==> src/rtl/event_priority_encoder.sv <==
// Registered N:log2(N) priority encoder with event capture, index lock and a
// valid/ready handshake; RR selects fixed (highest index) or round-robin priority.
module event_priority_encoder #(
  parameter int N  = 8,
  parameter int W  = $clog2(N),
  parameter int RR = 0
) (
  input  logic         clk,
  input  logic         rst_n,
  input  logic [N-1:0] req,
  input  logic         clr,
  input  logic         out_ready,
  output logic         out_valid,
  output logic [W-1:0] out_idx,
  output logic [N-1:0] pending,
  output logic         overflow
);

  typedef enum logic {
    IDLE = 1'b0,
    HOLD = 1'b1
  } state_t;

  state_t         state_q, state_d;
  logic [N-1:0]   pending_q, pending_d;
  logic [W-1:0]   lock_idx_q, lock_idx_d;
  logic [W-1:0]   ptr_q, ptr_d;
  logic           overflow_q, overflow_d;
  logic [W-1:0]   sel_s;
  logic [N-1:0]   served_s;
  logic           any_s;
  logic           accept_s;

  // Round-robin search starts at ptr and wraps at N-1, so results stay below N.
  function automatic logic [W-1:0] select_f(input logic [N-1:0] vec, input logic [W-1:0] start);
    logic [W-1:0] res;
    logic         found;
    int           idx;
    res   = '0;
    found = 1'b0;
    for (int i = 0; i < N; i++) begin
      if (RR == 0) begin
        res = vec[i] ? W'(i) : res;
      end else begin
        idx = int'(start) + i;
        idx = (idx >= N) ? (idx - N) : idx;
        if (vec[idx] && !found) begin
          res   = W'(idx);
          found = 1'b1;
        end else begin
          found = found;
        end
      end
    end
    return res;
  endfunction

  // Presented index: the locked one in HOLD, otherwise the live selection.
  always_comb begin
    any_s = |pending_q;
    sel_s = select_f(pending_q, ptr_q);
    if (!any_s) begin
      out_idx = '0;
    end else if (state_q == HOLD) begin
      out_idx = lock_idx_q;
    end else begin
      out_idx = sel_s;
    end
  end

  assign out_valid = any_s;
  assign pending   = pending_q;
  assign overflow  = overflow_q;

  // Next-state: capture, serve, overflow detection, lock and pointer update.
  always_comb begin
    accept_s = out_valid & out_ready;
    served_s = '0;
    if (accept_s) begin
      served_s[out_idx] = 1'b1;
    end else begin
      served_s = '0;
    end
    pending_d  = (pending_q & ~served_s) | req;
    overflow_d = |(req & pending_q & ~served_s);
    state_d    = state_q;
    lock_idx_d = lock_idx_q;
    ptr_d      = ptr_q;
    if (clr) begin
      pending_d  = '0;
      overflow_d = 1'b0;
      state_d    = IDLE;
      lock_idx_d = '0;
      ptr_d      = '0;
    end else if (accept_s) begin
      state_d = IDLE;
      if (int'(out_idx) == N - 1) begin
        ptr_d = '0;
      end else begin
        ptr_d = out_idx + 1'b1;
      end
    end else if (state_q == IDLE && any_s) begin
      state_d    = HOLD;
      lock_idx_d = sel_s;
    end else begin
      state_d = state_q;
    end
  end

  // Single register stage for the lock FSM and all held state.
  always_ff @(posedge clk or negedge rst_n) begin
    if (!rst_n) begin
      state_q    <= IDLE;
      pending_q  <= '0;
      lock_idx_q <= '0;
      ptr_q      <= '0;
      overflow_q <= 1'b0;
    end else begin
      state_q    <= state_d;
      pending_q  <= pending_d;
      lock_idx_q <= lock_idx_d;
      ptr_q      <= ptr_d;
      overflow_q <= overflow_d;
    end
  end

endmodule

==> config.mk <==
export PLATFORM = sky130hd
export DESIGN_NAME = event_priority_encoder
export DESIGN_NICKNAME = d
export VERILOG_FILES = /design/src/rtl/event_priority_encoder.sv
export SDC_FILE = /design/constraint.sdc
export NUM_CORES = 1
export LEC_CHECK = 0
export ABC_CLOCK_PERIOD_IN_PS = 2300
export BUFFER_PORTS_ARGS = -buffer_cell sky130_fd_sc_hd__buf_2
export CAP_MARGIN = 20
export CORE_MARGIN = 2
export CORE_UTILIZATION = 50
export CTS_CLUSTER_DIAMETER = 30
export DETAILED_ROUTE_END_ITERATION = 6
export HOLD_SLACK_MARGIN = 0.03
export PLACE_DENSITY_LB_ADDON = 0.05
export SLEW_MARGIN = 20
export SYNTH_ARGS = -nofsm -noshare
export SYNTH_HDL_FRONTEND = slang
export SYNTH_SLANG_ARGS = --single-unit
==> constraint.sdc <==
create_clock -name clk -period 2.3 [get_ports clk]
set_clock_uncertainty 0.05 [all_clocks]
set_input_delay 0.69 -clock clk [delete_from_list [all_inputs] [get_ports clk]]
set_output_delay 0.69 -clock clk [all_outputs]
set_load 0.02 [all_outputs]
### Yosys cells after proc, flatten, opt, wreduce, memory -nomap -nowiden

Cells that the tools add are included.

* add/sub/neg operators: 0
* multipliers: 0
* divide/modulo/power cells: 0
* magnitude comparators: 2
* eq/ne operators: 1
* shift operators: 0
* multiplexer cells: 20
* bitwise gates (word level): 7
* reduce and logical (&&, ||, !) cells: 7

Operators by type and width (number)
* two-way mux 3 bit: 9
* bitwise AND 8 bit: 3
* two-way mux 8 bit: 2
* OR reduction 8 bit: 2
* inverter 8 bit: 1
* bitwise OR 8 bit: 1
* two-way mux 1 bit: 6
* less-than comparator 3 x 4 -> 1 bit (second input constant): 1
* two-way mux 2 bit: 2
* demux 1 bit (select 3 bit): 1
* >= comparator 3 x 1 -> 1 bit (second input constant): 1
* nonzero test 3 bit: 1
* logical AND 1 bit: 2
* != test 2 bit (second input constant): 1
* AND reduction 2 bit: 1
* nonzero test 2 bit: 1
* bitwise AND 1 bit: 1
* inverter 1 bit: 1

* flip-flop bits (word level): 13
* bits in latches: 0
* memory bits (writable): 0
* bits in read-only memories: 0
* input bits: 12
* logic and storage cells: 41
* memories: 0

### Logic depth before layout (Yosys ltp)

* depth after elaboration: 18
* gate-level depth with buffers: 7
* gate-level depth less buffers: 7

### Least setup slack after synthesis

No wires, ideal clock.

* path kind: flip-flop to output port
* from: register pending_q[2], in the netlist pending[2]
* to: output port out_idx[0]
* arrival time: 1.582 ns
* required time: 1.560 ns
* setup slack: -0.022 ns
* cell stages (with the launch flop): 5
* buffers on the path: 0
* path through: dfrtp_1 -> nand2b_1 -> a221oi_1 -> o31ai_1 -> nor2_1

* cells in the longest elaborated chain, start to end: 8

Ends and longest elaborated chain
* start, declared: RTL line 25 `logic [N-1:0] pending_q, pending_d;`
* start signal, assigned: RTL line 120 `pending_q <= pending_d;`
* two-way mux 2 bit (2 in a row): RTL line 43 `res = vec[i] ? W'(i) : res;`
* two-way mux 3 bit (4 in a row): RTL line 43
* two-way mux 3 bit: RTL line 64 `end else if (state_q == HOLD) begin`
* two-way mux 3 bit *: RTL line 62 `if (!any_s) begin`
* end, declared: RTL line 14 `output logic [W-1:0] out_idx,`

Every way passes the cells marked *; elsewhere a longest branch is shown, timed or not.

### Final worst setup path

* from: register pending_q[7], in the netlist pending[7]
* to: output port out_idx[1]

* cells in the longest elaborated chain, start to end: 3

Ends and longest elaborated chain (RTL line)
* two-way mux 3 bit: 43
* two-way mux 3 bit: 64
* two-way mux 3 bit *: 62

Marked as above.

==> flow_metrics.py <==
metrics = {
    "run_status": {
        "status": "finished with violations",
        "violations": "setup timing",
    },
    "hold_path": {
        "hold_class": "in2async",
    },
    "global_route": {
        "grt_max_degree": 16,
        "grt_usage": 0.283,
        "grt_antenna_before_repair": 0,
        "grt_overflow": 0,
        "grt_pass1_wl_um": 4190,
        "grt_pass1_vias": 941,
    },
    "setup_path": {
        "crit_start": "pending[7]$_DFF_PN0_",
        "crit_arrival_ns": 1.74,
        "reg2reg_to": "overflow$_DFF_PN0_",
        "timing.reg2reg.worst_path_depth": 7,
        "critPathKind": "reg2out",
        "reg2reg_slack_ns": 0.07,
        "cp-endpoint": "out_idx[1]",
        "cp-end-kind": "output pin",
        "critPathRequiredTime_ns": 1.56,
        "crit_fanout": 5,
        "r2r-start": "pending[7]$_DFF_PN0_",
        "start_kind": "flip-flop",
    },
    "cells_and_area": {
        "drive_above_1_share": 0.469,
        "area_growth_pct": 43.1,
        "n_antenna_cell": 0,
        "multi_input_area_um2": 578,
        "fill_cells": 116,
        "final_common_cell": "buf_2",
        "fin_area_um2": 1280,
        "seq_area_um2": 327,
        "final_cell_mix": "21 x buf_2, 20 x buf_4, 17 x nor2_1",
        "fin_util": 0.749,
        "fin_nets": 160,
    },
    "timing": {
        "setup_violations": 4,
        "worst_pin_slew_ns": 0.430,
        "fin_crit_sh": 1.08,
        "fin_crit_ns": 2.48,
        "grt_setup_unrepaired": "true",
        "fmax_mhz": 403,
        "finalSetupTns_ns": -0.619,
        "relSlewSlack": 0.713,
        "timing.final.ws_setup_ns": -0.180,
        "slew_violations": 0,
        "finalHoldViolCount": 0,
    },
    "placement": {
        "port_buffers": 24,
        "placed_area_um2": 1100,
        "gp_congestion": 0.900,
        "dp_hpwl_um": 1820,
    },
    "clock_tree": {
        "numCtsBuffers": 3,
        "cts_buffer_depth": 2,
        "cts_tree": "yes",
        "clk_latency_ns": 0.29,
        "clk_pin_slew_worst_paths_ns": 0.09,
        "cts_root_buf": "clkbuf_4",
        "numClockSinks": 13,
        "h-tree-depth": 1,
    },
    "floorplanning": {
        "row_count": 15,
        "fp.coreArea_um2": 1710,
        "ios": 25,
        "dieArea_um2": 2140,
        "chipHeight_um": 46.3,
        "die_x_um": 46.3,
        "start_util": 0.523,
    },
    "power": {
        "leakage_nw": 0.584,
        "power_density_nw_per_um2": 554,
        "ir_drop_v": 0.000447,
    },
    "detailed_routing": {
        "drtIter0Drc": 46,
        "ant_nets": 0,
        "viasPerCell": 5.74,
        "vias": 988,
        "avgRoutedWirePerCell_um": 15.4,
        "totalWireLength_um": 2660,
        "drc_errors": 0,
        "dr.pass1.iters": 5,
    },
    "synth": {
        "ys_types": 36,
        "synth_area_um2": 893,
        "synth_nets": 112,
        "synth-seq-area-share": 0.364,
        "synth_seq_cells": 13,
        "post_synth.cell_area_avg_um2": 8.93,
        "ys_warn_count": 0,
        "synthCells": 100,
    },
    "flow_run": {
        "cap_violations": 0,
    },
}
## state kept, by name (all words and copies together) (netlist names)
name / cells
pending: 8
state_q: 1
lock_idx_q: 3
overflow: 1
## synth_stat cells, drive strengths merged
cell / count / share of area
a211oi: 1 / 0.0084
a21boi: 2 / 0.017
a21oi: 7 / 0.039
a221oi: 2 / 0.020
a311oi: 2 / 0.039
a31oi: 2 / 0.014
a41oi: 1 / 0.0098
and2: 1 / 0.0070
buf: 1 / 0.013
clkbuf: 1 / 0.015
dfrtp: 13 / 0.36
inv: 3 / 0.015
nand2: 10 / 0.042
nand2b: 1 / 0.0070
nand3: 6 / 0.048
nand4: 2 / 0.014
nor2: 20 / 0.10
nor3: 2 / 0.011
nor4: 2 / 0.014
nor4b: 1 / 0.027
o211ai: 1 / 0.0084
o21a: 1 / 0.0084
o21ai: 7 / 0.052
o21ba: 1 / 0.011
o31a: 1 / 0.011
o31ai: 3 / 0.025
or2b: 2 / 0.017
or3: 2 / 0.015
or4: 2 / 0.025
## per-layer routing
metal	global-route usage	up-vias	share of wire
met5	0	-	0
met4	0.166	0	0.034
met3	0.0745	13	0.060
met2	0.417	45	0.47
met1	0.367	465	0.44
li1	-	465	-
## layout make-up
| type | instances | area share |
|---|---|---|
| flip-flops and latches | 13 | 0.255 |
| repair buffers | 45 | 0.235 |
| well taps | 25 | 0.0245 |
| clock buffers | 4 | 0.0205 |
| multi-input cells | 82 | 0.452 |
| inverters | 3 | 0.0127 |
## kinds of logic after synthesis
family	Yosys count	synth area share
buf+inv	5	0.0434
simple gates	51	0.329
flops	13	0.364
compound gates	31	0.263
## timing repair
| action | CTS | global route |
|---|---|---|
| pin swaps | 3 | 3 |
| resized for setup | 12 | 6 |
| hold buffers | 0 | 0 |
| setup buffers | 9 | 1 |
| setup endpoints to repair | 4 | 5 |
## worst max-delay path, stage by stage (launching register included)
cell and delay, ns:
dfrtp_1 0.41, or4_4 0.59, nor2_8 0.19, inv_6 0.05, nand3_4 0.06, inv_2 0.04
buf_6 0.12
## worst min-delay path by stage
stage / start / to / depth (start not counted)
floorplan: rst_n / lock_idx_q[0]$_DFFE_PN0P_ / 0
global placement: lock_idx_q[2]$_DFFE_PN0P_ / lock_idx_q[2]$_DFFE_PN0P_ / 2
detailed placement: lock_idx_q[2]$_DFFE_PN0P_ / lock_idx_q[2]$_DFFE_PN0P_ / 2
CTS: rst_n / overflow$_DFF_PN0_ / 1
global route: rst_n / pending[4]$_DFF_PN0_ / 1
finish: rst_n / pending[4]$_DFF_PN0_ / 1
## metrics by stage
step | power [W] | hold slack (ns) | cells | setup slack [ns]
finish | 0.000708 | 0.229 | 172 | -0.180
global route | 0.000750 | 0.239 | 172 | -0.237
floorplan | 0.000419 | 0.344 | 100 | 0.0214
CTS | 0.000687 | 0.241 | 171 | -0.173
detailed placement | 0.000507 | 0.534 | 158 | 0.0391
global placement | 0.000506 | 0.521 | 158 | 0.0752
## report_power, final
| group | leakage, nW | internal, W | switching [W] |
|---|---|---|---|
| clock | 0.0150 | 0.0000675 | 0.0000827 |
| sequential | 0.164 | 0.000247 | 0.0000219 |
| combinational | 0.406 | 0.000130 | 0.000160 |
| total | 0.584 | 0.000444 | 0.000264 |
Power figures use the tool's default switching activity.
